===== src/rtl/key_step_debouncer.sv =====
// Push-button front end: two-flop synchroniser, debounce FSM and auto-repeat.
// Emits registered single-cycle press/release/step pulses for a clock-enabled counter.
module key_step_debouncer #(
  parameter int DEBOUNCE_CYCLES = 1000000,
  parameter int REPEAT_DELAY    = 25000000,
  parameter int REPEAT_RATE     = 5000000,
  parameter int TIMER_W         = 32
) (
  input  logic clk,
  input  logic clear,
  input  logic key_n,
  input  logic repeat_en,
  output logic pressed,
  output logic press_pulse,
  output logic release_pulse,
  output logic step
);

  typedef enum logic [2:0] {IDLE, DB_PRESS, HELD, REPEAT, DB_RELEASE} state_t;

  localparam logic [TIMER_W-1:0] DB_T  = TIMER_W'(DEBOUNCE_CYCLES);
  localparam logic [TIMER_W-1:0] RD_T  = TIMER_W'(REPEAT_DELAY - 1);
  localparam logic [TIMER_W-1:0] RR_T  = TIMER_W'(REPEAT_RATE - 1);
  localparam logic [TIMER_W-1:0] ONE_T = TIMER_W'(1);

  logic [1:0]         sync_q, sync_d;
  state_t             state_q, state_d;
  logic [TIMER_W-1:0] timer_q, timer_d;
  logic               pressed_q, pressed_d;
  logic               press_q, press_d;
  logic               rel_q, rel_d;
  logic               step_q, step_d;
  logic               act;

  assign sync_d = {sync_q[0], key_n};
  assign act    = ~sync_q[1];

  always_comb begin
    state_d = state_q;
    timer_d = timer_q + ONE_T;
    press_d = 1'b0;
    rel_d   = 1'b0;
    step_d  = 1'b0;
    case (state_q)
      IDLE: begin
        timer_d = '0;
        if (act) begin
          state_d = DB_PRESS;
          timer_d = ONE_T;
        end
      end
      DB_PRESS: begin
        if (!act) begin
          state_d = IDLE;
          timer_d = '0;
        end else if (timer_q == DB_T) begin
          state_d = HELD;
          timer_d = '0;
          press_d = 1'b1;
          step_d  = 1'b1;
        end
      end
      HELD: begin
        if (!act) begin
          state_d = DB_RELEASE;
          timer_d = ONE_T;
        end else if (timer_q == RD_T) begin
          // Without repeat the delay timer parks here so enabling repeat later steps at once.
          timer_d = timer_q;
          if (repeat_en) begin
            state_d = REPEAT;
            timer_d = '0;
            step_d  = 1'b1;
          end
        end
      end
      REPEAT: begin
        if (!act) begin
          state_d = DB_RELEASE;
          timer_d = ONE_T;
        end else if (!repeat_en) begin
          state_d = HELD;
          timer_d = '0;
        end else if (timer_q == RR_T) begin
          timer_d = '0;
          step_d  = 1'b1;
        end
      end
      DB_RELEASE: begin
        if (act) begin
          state_d = HELD;
          timer_d = '0;
        end else if (timer_q == DB_T) begin
          state_d = IDLE;
          timer_d = '0;
          rel_d   = 1'b1;
        end
      end
      default: begin
        state_d = IDLE;
        timer_d = '0;
      end
    endcase
    pressed_d = (state_d == HELD) || (state_d == REPEAT) || (state_d == DB_RELEASE);
  end

  always_ff @(posedge clk or posedge clear) begin
    if (clear) begin
      sync_q    <= 2'b11;
      state_q   <= IDLE;
      timer_q   <= '0;
      pressed_q <= 1'b0;
      press_q   <= 1'b0;
      rel_q     <= 1'b0;
      step_q    <= 1'b0;
    end else begin
      sync_q    <= sync_d;
      state_q   <= state_d;
      timer_q   <= timer_d;
      pressed_q <= pressed_d;
      press_q   <= press_d;
      rel_q     <= rel_d;
      step_q    <= step_d;
    end
  end

  assign pressed       = pressed_q;
  assign press_pulse   = press_q;
  assign release_pulse = rel_q;
  assign step          = step_q;

endmodule


===== config.mk =====
export PLATFORM = sky130hd
export DESIGN_NAME = key_step_debouncer
export DESIGN_NICKNAME = d
export VERILOG_FILES = /design/src/rtl/key_step_debouncer.sv
export SDC_FILE = /design/constraint.sdc
export NUM_CORES = 1
export LEC_CHECK = 0
export BUFFER_PORTS_ARGS = -buffer_cell sky130_fd_sc_hd__buf_2
export CORE_ASPECT_RATIO = 1.1
export CORE_MARGIN = 8
export CORE_UTILIZATION = 55
export CTS_CLUSTER_SIZE = 28
export DETAILED_ROUTE_END_ITERATION = 6
export HOLD_SLACK_MARGIN = 0.03
export PLACE_DENSITY_LB_ADDON = 0.2
export SYNTH_ARGS = -nofsm -noshare
export SYNTH_HDL_FRONTEND = slang
export SYNTH_SLANG_ARGS = --single-unit

===== constraint.sdc =====
create_clock -name clk -period 3.03 [get_ports clk]
set_input_delay 0.303 -clock clk [delete_from_list [all_inputs] [get_ports clk]]
set_output_delay 0.303 -clock clk [all_outputs]
set_load 0.02 [all_outputs]

==> results.cfg, run 1 <==
[outcome]
status = finished, final reports clean

[grt]
grt_pass1_wl_um = 8680
track_usage_pct = 16.2
grt_pass1_vias = 1804
grt_max_degree = 42
antenna_found_initial = 0
grt_overflow_total = 0

[clocking]
clockBufferDepth = 2
cts_setup_buffers = 0
cts.clk_slew.worst_paths_ps = 70
clock_latency_ps = 290
cts_buffers = 5
clock-sinks = 41
cts_tree = built
cts_resized = 0
hold_buffers = 0
cts_htree_levels = 2
root_buffer = clkbuf_8

[sta]
final_hold_viol_count = 0
fin_crit_sh_pct = 81.5
slew_headroom_pct = 58.5
clock.fmax_mhz = 405
drv_slew = 0
whs_ps = 109
finalSetupViolCount = 0
finalSetupTns_ps = 0
skew_ps = 3.68
rsz0062_at_grt = no
tightest_slew_ps = 614
fin_crit_ps = 2470

[synthesis]
postSynthCellCount = 246
syn_area_per_cell_um2 = 9.27
ys_seq_elements = 41
syn_nets = 252
yosys_warnings = 0
synth.distinct_cells = 44
synth_edf_count = 0
synth.yosys.seq_area_share_pct = 45.1
async_flop_share_pct = 100
syn_area_um2 = 2280
synth_top_flop_cell = dfrtp_1

[setup_path]
crit_start = timer_q[12]$_DFFE_PP0P_
required_ps = 3200
start_kind = flip-flop
cp_max_fo = 23
endpoint_kind = flip-flop
cp.arrival_ps = 2640
reg2reg_from = timer_q[12]$_DFFE_PP0P_
crit_type = reg -> reg

[detailed_routing]
drc_errors = 0
wl_um = 4790
wl_per_cell_um = 15.6
drt_iter0_drc = 118
dr_total_vias = 1798
ant_nets = 0
viasPerCell = 5.86
first_pass_iters = 4

[finish]
fillCellCount = 357
nets = 261
area_delta_synth_final_pct = 8.29
drive_gt1_share_pct = 10.6
utilization_pct = 62.3
stdcell_count = 307
multi_input_area_um2 = 1180
regArea_um2 = 1030
diodes = 0
final_common_cell = dfrtp_1
final_cell_mix = dfrtp_1, nor2_1, xnor2_1

[place]
place_inst = 300
dp_hpwl_um = 3340
io_buffers = 7
place.gp.congestion = 0.844

[floorplanning]
dieHeight_um = 83.5
core-area_um2 = 3960
start_util_pct = 57.5
rows = 24
die-area_um2 = 6460
ios = 8
die_w_um = 77.4

[worst_hold_path]
hp-start = key_n
min_path_type = in -> reg

[power_and_ir_drop]
vdd_drop_max_mv = 0.256
power_mw = 0.952
power_density_nw_per_um2 = 386
p_leak_nw = 0.927

[flow_run]
drv_cap = 0
## synth_stat cells (6+ instances only)
master	count	area [um2]
dfrtp_1	39	976
nor2_1	35	131
xnor2_1	19	166
nand3_1	16	80.1
nand2_1	13	48.8
nor4_1	12	75.1
inv_1	10	37.5
a21oi_1	8	40.0
nand4_1	8	50.1
nor3_1	7	35.0
or3_1	7	43.8
clkbuf_1	6	22.5
## report_power, final
group | internal, mW | switching (mW)
logic | 0.0125 | 0.0275
registers | 0.552 | 0.00672
clock network | 0.181 | 0.173
total | 0.745 | 0.207
## layout make-up
type                    instances  share of cell area [%]
flip-flops and latches         41                    41.7
well taps                      52                    2.64
inverters                      10                    1.52
clock buffers                   7                    3.50
multi-input cells             185                    47.7
repair buffers                 12                    2.94
## registers in the layout, summed over array words and instances (netlist names)
signal and count:
press_pulse 1, pressed 1, release_pulse 1, state_q 3
step 1, sync_q 2, timer_q 32
## layer usage
layer / part of all wire, % / GRT usage, % / up-vias
met5: 0 / 0 / -
met4: 1.1 / 4.98 / 0
met3: 3.9 / 4.09 / 5
met2: 50 / 26.5 / 29
met1: 45 / 20.3 / 851
li1: - / - / 913
## metrics by stage
step                instance area, um2  worst slack (ps)
global route                      2470               356
CTS                               2470               562
global placement                  2380               592
detailed placement                2380               583
floorplan                         2280               749
finish                            2470               561
## path summary, 6_finish.rpt
path                       depth (start not counted)                      end  slack (ps)
max                                                6  timer_q[28]$_DFFE_PP0P_         560
min                                                1      sync_q[0]$_DFF_PP1_         110
max reg2reg                                        6  timer_q[28]$_DFFE_PP0P_         560
min reg2reg                                        0      sync_q[1]$_DFF_PP1_         360
max in group asynchronous                          3      sync_q[1]$_DFF_PP1_        2530
min in group asynchronous                          3  timer_q[14]$_DFFE_PP0P_         120
## critical path: stages (launching register included)
cell and delay (ps):
dfrtp_1 430, or4_1 590, nor4_1 510, a31oi_1 210, a41oi_2 230, buf_4 290
nor2_1 90
## kinds of logic after synthesis
| kind of cell | share of synthesized area [%] |
|---|---|
| and+or+nand+nor | 32.5 |
| buffers and inverters | 3.51 |
| adders and majority gates | 1.10 |
| muxes | 0.878 |
| DFF | 45.1 |
| xor gates and xnor gates | 9.22 |
| AOI/OAI and AO/OA | 7.68 |
Note: power is estimated with default switching activity, not from simulation.
==> run 2, diff against run 1 <==
clock period = 2.2 ns   (was 3.03 ns; I/O delays follow)
==> results.cfg, run 2 (synthesized netlist as in run 1, its figures left out) <==
[floorplanning]
rows = 24
start_util_pct = 57.5
die-area_um2 = 6460
die_w_um = 77.4
dieHeight_um = 83.5
core-area_um2 = 3960
ios = 8

[grt]
track_usage_pct = 17.3
grt_pass1_vias = 2087
grt_max_degree = 42
grt_overflow_total = 0
antenna_found_initial = 0
grt_pass1_wl_um = 9380

[power_and_ir_drop]
p_leak_nw = 1.15
power_density_nw_per_um2 = 514
vdd_drop_max_mv = 0.365

[clocking]
cts_tree = built
cts_buffers = 5
cts_setup_buffers = 0
clock-sinks = 41
cts.clk_slew.worst_paths_ps = 80
clockBufferDepth = 2
cts_htree_levels = 2
root_buffer = clkbuf_8
clock_latency_ps = 290

[finish]
top_regs = timer_q x32, state_q x3, sync_q x2
final_cell_mix = buf_4, dfrtp_1, nor2_1
largest_register_ffs = 32
nets = 298
diodes = 0
design_area_um2 = 2840
fillCellCount = 307
area_delta_synth_final_pct = 24.8
largest-register = timer_q
drive_gt1_share_pct = 23.9

[sta]
tightest_slew_ps = 513
whs_ps = 30.9
skew_ps = 4.69
fin_crit_ps = 2240
clock.fmax_mhz = 447
drv_slew = 0
rsz0062_at_grt = yes
slew_headroom_pct = 65.5
fin_ws_ps = -37.6
finalSetupViolCount = 2
final_hold_viol_count = 0
fin_crit_sh_pct = 102
finalSetupTns_ps = -72.9

[detailed_routing]
ant_nets = 0
drt_iter0_drc = 106
maxUsedRoutingLayer = met4
drc_errors = 0
wl_um = 5310
m1WireLength_um = 2340
dr_total_vias = 2005
viasPerCell = 5.81
first_pass_iters = 4
wl_met3_um = 230
wl_met2_um = 2650
wl_per_cell_um = 15.4

[place]
place_ws_ps = -90.4
io_buffers = 7
place.gp.congestion = 0.877
dp_hpwl_um = 3650
place_area_um2 = 2670

[setup_path]
start_kind = flip-flop
crit_top_cell = or4_4
cpPeakStageDelay_ps = 590
cp.arrival_ps = 2410
required_ps = 2380
crit_chain = or4_4 > or4_4 > nor3_2 > o21ai_1 > a2111oi_2
slowest_stage = or4_4
crit_type = reg -> reg
cp_top_family = simple AND/OR/NAND/NOR gates
crit_buf_inv = 0
cp_max_fo = 3
regToRegSetupSlack_ps = -40
endpoint_kind = flip-flop

[flow_run]
drv_cap = 0

[outcome]
violations = setup timing
status = finished, violations left

[worst_hold_path]
min_path_type = in -> async
==> run 2: routing by layer <==
| layer | vias to the layer above | global-route usage (%) |
|---|---|---|
| met1 | 963 | 21.3 |
| li1 | 985 | - |
| met4 | 0 | 7.22 |
| met2 | 46 | 28.6 |
| met5 | - | 0 |
| met3 | 11 | 3.45 |
==> run 2: what timing repair did <==
| action | in CTS | in global routing |
|---|---|---|
| resized for setup | 6 | 5 |
| pin swaps | 2 | 6 |
| setup endpoints to repair | 32 | 35 |
| endpoints found under the hold margin | 1 | 0 |
| hold buffers | 1 | 0 |
==> run 2: metrics by stage <==
stage	util, %	cells	total power [mW]
floorplan	-	246	0.822
global placement	67.2	336	0.851
detailed placement	67.2	336	0.853
CTS	71.2	345	1.48
global route	71.7	345	1.51
finish	71.7	345	1.46
==> run 2: worst min-delay path, cell delays in order <==
cell and delay [ps]:
buf_2 90, inv_1 40, buf_4 420
==> run 2: layout make-up <==
class / count / area [um2] / share of cell area, %
multi-input cells: 185 / 1230 / 43.2
clock buffers: 7 / 86.3 / 3.04
clock inverters: 1 / 30.0 / 1.06
flip-flops and latches: 41 / 1030 / 36.2
well taps: 52 / 65.1 / 2.29
inverters: 10 / 37.5 / 1.32
repair buffers: 49 / 369 / 13.0
==> run 2: where the power goes <==
group,internal (mW),total (mW),switching (mW)
Clock,0.370,0.623,0.253
Combinational,0.0281,0.0736,0.0456
Sequential,0.760,0.765,0.00534
==> run 2: worst paths after layout <==
check                                        start                 endpoint  cells after the start
setup / recovery           timer_q[30]$_DFFE_PP0P_     state_q[0]$_DFF_PP0_                      5
hold / removal                               clear  timer_q[14]$_DFFE_PP0P_                      3
setup reg to reg           timer_q[30]$_DFFE_PP0P_     state_q[0]$_DFF_PP0_                      5
hold reg to reg                sync_q[0]$_DFF_PP1_      sync_q[1]$_DFF_PP1_                      0
max in group asynchronous                    clear   timer_q[4]$_DFFE_PP0P_                      3
min in group clk                         repeat_en     state_q[0]$_DFF_PP0_                      3
